<file path="src/rtl/key_led_ctrl.sv">
// key_led_ctrl: per-channel key synchroniser/debouncer with press pulses and mode-selected LED drive
module key_led_ctrl #(
  parameter int          CH_NUM    = 4,
  parameter logic [19:0] CNT_MAX   = 20'd999_999,
  parameter logic [24:0] BLINK_MAX = 25'd24_999_999,
  parameter logic        LED_ON    = 1'b1
) (
  input  logic              sys_clk,
  input  logic              sys_rst_n,
  input  logic [CH_NUM-1:0] key_in,
  input  logic [1:0]        mode,
  output logic [CH_NUM-1:0] key_flag,
  output logic [CH_NUM-1:0] key_state,
  output logic [CH_NUM-1:0] led_out
);
  localparam int CW = (CNT_MAX == '0) ? 1 : $clog2(int'(CNT_MAX) + 1);
  localparam int BW = (BLINK_MAX == '0) ? 1 : $clog2(int'(BLINK_MAX) + 1);
  localparam logic [CW-1:0] CMAX = CW'(CNT_MAX);
  localparam logic [BW-1:0] BMAX = BW'(BLINK_MAX);
  logic [CH_NUM-1:0] s1, s2, stable, toggle_q, src;
  logic [CW-1:0] cnt [CH_NUM];
  logic [BW-1:0] bcnt;
  logic phase;
  assign stable = ~key_state;
  // two-flop synchroniser, idles at the released level
  always_ff @(posedge sys_clk or negedge sys_rst_n)
    if (!sys_rst_n) begin
      s1 <= '1;
      s2 <= '1;
    end else begin
      s1 <= key_in;
      s2 <= s1;
    end
  // debounce: stable level flips after CNT_MAX+1 consecutive differing samples; press emits a pulse
  always_ff @(posedge sys_clk or negedge sys_rst_n)
    if (!sys_rst_n) begin
      for (int k = 0; k < CH_NUM; k++) cnt[k] <= '0;
      key_flag  <= '0;
      key_state <= '0;
    end else begin
      for (int k = 0; k < CH_NUM; k++) begin
        key_flag[k] <= 1'b0;
        if (s2[k] == stable[k]) cnt[k] <= '0;
        else if (cnt[k] == CMAX) begin
          cnt[k]       <= '0;
          key_state[k] <= ~s2[k];
          key_flag[k]  <= ~s2[k];
        end else cnt[k] <= cnt[k] + 1'b1;
      end
    end
  // toggle latch flips on every press pulse regardless of mode
  always_ff @(posedge sys_clk or negedge sys_rst_n)
    if (!sys_rst_n) toggle_q <= '0;
    else toggle_q <= toggle_q ^ key_flag;
  // shared blink timebase: phase inverts each BLINK_MAX+1 cycles
  always_ff @(posedge sys_clk or negedge sys_rst_n)
    if (!sys_rst_n) begin
      bcnt  <= '0;
      phase <= 1'b0;
    end else if (bcnt == BMAX) begin
      bcnt  <= '0;
      phase <= ~phase;
    end else bcnt <= bcnt + 1'b1;
  // lit-pattern selected by mode
  always_comb
    src = (mode == 2'd0) ? key_state :
          (mode == 2'd1) ? toggle_q :
          (mode == 2'd2) ? (toggle_q & {CH_NUM{phase}}) : '0;
  // registered LED drive with fixed polarity
  always_ff @(posedge sys_clk or negedge sys_rst_n)
    if (!sys_rst_n) led_out <= {CH_NUM{~LED_ON}};
    else led_out <= LED_ON ? src : ~src;
endmodule
</file>
<file path="config.mk">
export PLATFORM = sky130hd
export DESIGN_NAME = key_led_ctrl
export DESIGN_NICKNAME = d
export VERILOG_FILES = /design/src/rtl/key_led_ctrl.sv
export SDC_FILE = /design/constraint.sdc
export NUM_CORES = 1
export LEC_CHECK = 0
export ABC_AREA = 1
export ABC_CLOCK_PERIOD_IN_PS = 1400
export CAP_MARGIN = 20
export CORE_MARGIN = 8
export CORE_UTILIZATION = 30
export DETAILED_ROUTE_END_ITERATION = 8
export GPL_TIMING_DRIVEN = 1
export MAX_ROUTING_LAYER = met4
export PLACE_DENSITY = 0.44
export SLEW_MARGIN = 30
export SYNTH_ARGS = -nofsm -noshare
export SYNTH_HDL_FRONTEND = slang
export SYNTH_SLANG_ARGS = --single-unit
</file>
<file path="constraint.sdc">
create_clock -name sys_clk -period 1.4 [get_ports sys_clk]
set_input_delay 0.28 -clock sys_clk [delete_from_list [all_inputs] [get_ports sys_clk]]
set_output_delay 0.28 -clock sys_clk [all_outputs]
set_load 0.02 [all_outputs]
</file>
==> run metrics <==
ant diodes=0; final count of pins violating max slew=0; Worst Hold Slack=0.263 ns; Crit Path Max Fanout=4; crit path launch type=flip-flop; Compound-Gate Fraction of Synth Area=2.91%; first-pass GRT wire length=29200 um; Final ANT Viol Nets=0; Core ar.=22600 sq um; Clk Latency, worst-skew pair=0.42 ns; CTS tree=yes; Worst Hold Class=in -> reg; P per Cell Area=918 nW/um^2; post-synthesis adder-cell area fraction=0.904%; Clock transition at path regs=0.06 ns; DR DRC count=0; layout cells sized above 1=28.2%; worst vdd ir=0.544 mV; FMAX=716 MHz; mux cell area share after synthesis=0%; mapped cell area=6920 sq um; Port Buffers=19; max-cap viol count=0; post-synthesis xor/xnor area fraction=8.03%; Max Buffers Root-to-Sink=2; LEAKAGE=4.01 nW; Area contributors post-synth=dfrtp_1, nor2_1, nand2_1; Final period util=99.8%; DR vias/cell=4.40; critical path capture point type=flip-flop; mean post-synth cell area=7.96 sq um; CTS root buffer=clkbuf_16; Synthesis Warnings=0; final setup vio count=0; Yosys top cell by area=dfrtp_1; drt total wl=17100 um; row count=55; CTS sink count=130; most frequent cell after synthesis=nor2_1; total global-route track usage=13.1%; number of nets in the layout=1017; Synth Flop Type=dfrtp_1; clock share of power=50.1%; Switching Share=22.2%; initial core utilization=30.6%; Pint=6.52 mW; register area share after synthesis=47.2%; Overall Power=8.38 mW; via count=5735; Critical Setup Path Class=reg -> reg; Slew @ Worst Pin=0.476 ns; grt ovf=0; initial antenna violation count=0; asr flop ratio synth=100%; vias in the first global route=5850; CP Data Arrival Time=1.70 ns; Area Overhead vs Synth=31.9%; Comb pwr share=3.9%; Die Area=28200 sq um; die width=168 um; Detailed Route Iter0 Violations=251; largest net degree at the start of global routing=29; Commonest cells post-synth=nor2_1, nand2_1, dfrtp_1; post-synth top area share=44.1%; Final min period=1.40 ns; final hold violations=0; CTS buffer count=17; Yosys reg bits=130; die height=168 um; Slew HR=67.9%; Req. time, crit path=1.70 ns; gp weighted congestion=0.831; hpwl dp=12600 um; Sequential Power Share=46.0%; drt first pass iters=4; cells after synthesis=869; WL/cell=13.2 um; sw power=1.86 mW; unrepaired setup endpoints after global routing=yes; clk_skew=0.0146 ns; Post-synth EDFFs=0; Mapped Nets=882; Distinct cells, synth=35; I/O pin count=20; # H-tree levels=4; status=finished, final reports clean; simple-gate area share of the yosys netlist=35.7%; largest family of logic cells by synthesized area=simple AND/OR/NAND/NOR gates
-- layer usage --
metal	wire length, um	GRT usage (%)
met2	7990	20.2
met5	0	-
met1	8690	17.1
met4	93	3.65
met3	357	3.02
-- per-stage QoR --
step	instances	setup TNS (ns)	cell area, sq um	util, %	worst slack, ns
after floorplan	869	0	6920	-	0.0295
after global placement	1253	-0.640	8100	35.8	-0.0544
after detailed placement	1253	-1.25	8100	35.8	-0.0698
after CTS	1288	-0.0263	8760	38.7	-0.0243
after global routing	1302	-2.29	9130	40.3	-0.0817
final	1302	0	9130	40.3	0.00266
-- final cells by class --
class / instances / area (sq um)
Timing Repair inverter: 1 / 7.51
Clock inverter: 6 / 57.6
Multi-Input combinational cell: 645 / 3650
Sequential cell: 130 / 3270
Inverter: 88 / 333
Timing Repair Buffer: 121 / 957
Fill cell: 2306 / 13500
Clock buffer: 26 / 489
Tap cell: 285 / 357
-- flip-flops by register name (all words and copies together), names as in the netlist --
register	count
toggle_q	4
s2	4
key_state	4
phase	1
cnt	80
led_out	4
bcnt	25
key_flag	4
s1	4
-- worst max-delay path, cell delays in order (launching register included) --
cell,delay [ns]
dfrtp_1,0.35
ha_2,0.19
nand3_2,0.09
inv_2,0.11
nand3_2,0.09
nor2_4,0.16
nand2_4,0.09
buf_6,0.13
nand2_2,0.04
nand2_1,0.04
-- cells by family (layout without fill, tap and decap cells) --
kind of cell,after synthesis,after routing
and+or+nand+nor,542,542
DFF,130,130
buffers and inverters,94,242
xor gates and xnor gates,60,60
AOI/OAI and AO/OA,38,38
adders and majority gates,5,5
-- placed cells by master, fill, tap and decap left out, drive strengths merged --
cell,instances
nor2,216
nand2,187
dfrtp,122
buf,107
nand3,92
inv,88
xor2,39
clkbuf,30
xnor2,21
a21oi,19
nor3,19
o21ai,16
nand4,15
and2,9
dfstp,8
clkdlybuf4s50,6
ha,5
clkinv,4
clkdlybuf4s15,3
nor3b,2
clkinvlp,2
a211oi,1
or2,1
a21o,1
nand3b,1
o21bai,1
bufinv,1
dlygate4sd3,1
-- path summary, 6_finish.rpt --
path / from / to / slack [ns] / depth (start not counted)
hold reg to reg: s1[2] / s2[2] / 0.35 / 0
min in group asynchronous: sys_rst_n / bcnt[0] / 0.31 / 2
setup reg to reg: bcnt[0] / phase / 0.003 / 9
max in group asynchronous: sys_rst_n / s2[3] / 0.53 / 3
setup / recovery: bcnt[0] / phase / 0.003 / 9
hold / removal: key_in[0] / s1[0] / 0.26 / 1
-- repair_timing --
| item | in CTS | in global routing |
|---|---|---|
| hold endpoints to repair | 18 | 0 |
| pin swaps | 7 | 33 |
| resized for setup | 60 | 92 |
| setup buffers | 1 | 15 |
| gates cloned | 1 | 0 |
| endpoints found under the setup margin | 40 | 81 |
| hold buffers | 1 | 0 |
-- power groups by stage --
stage	logic, mW	registers [mW]	clock network (mW)
floorplan	0.107	3.90	0
global placement	0.304	3.91	0
detailed placement	0.305	3.91	0
CTS	0.316	3.85	4.33
global route	0.379	3.85	4.50
finish	0.327	3.85	4.20
Note: power is estimated with default switching activity, not from simulation.
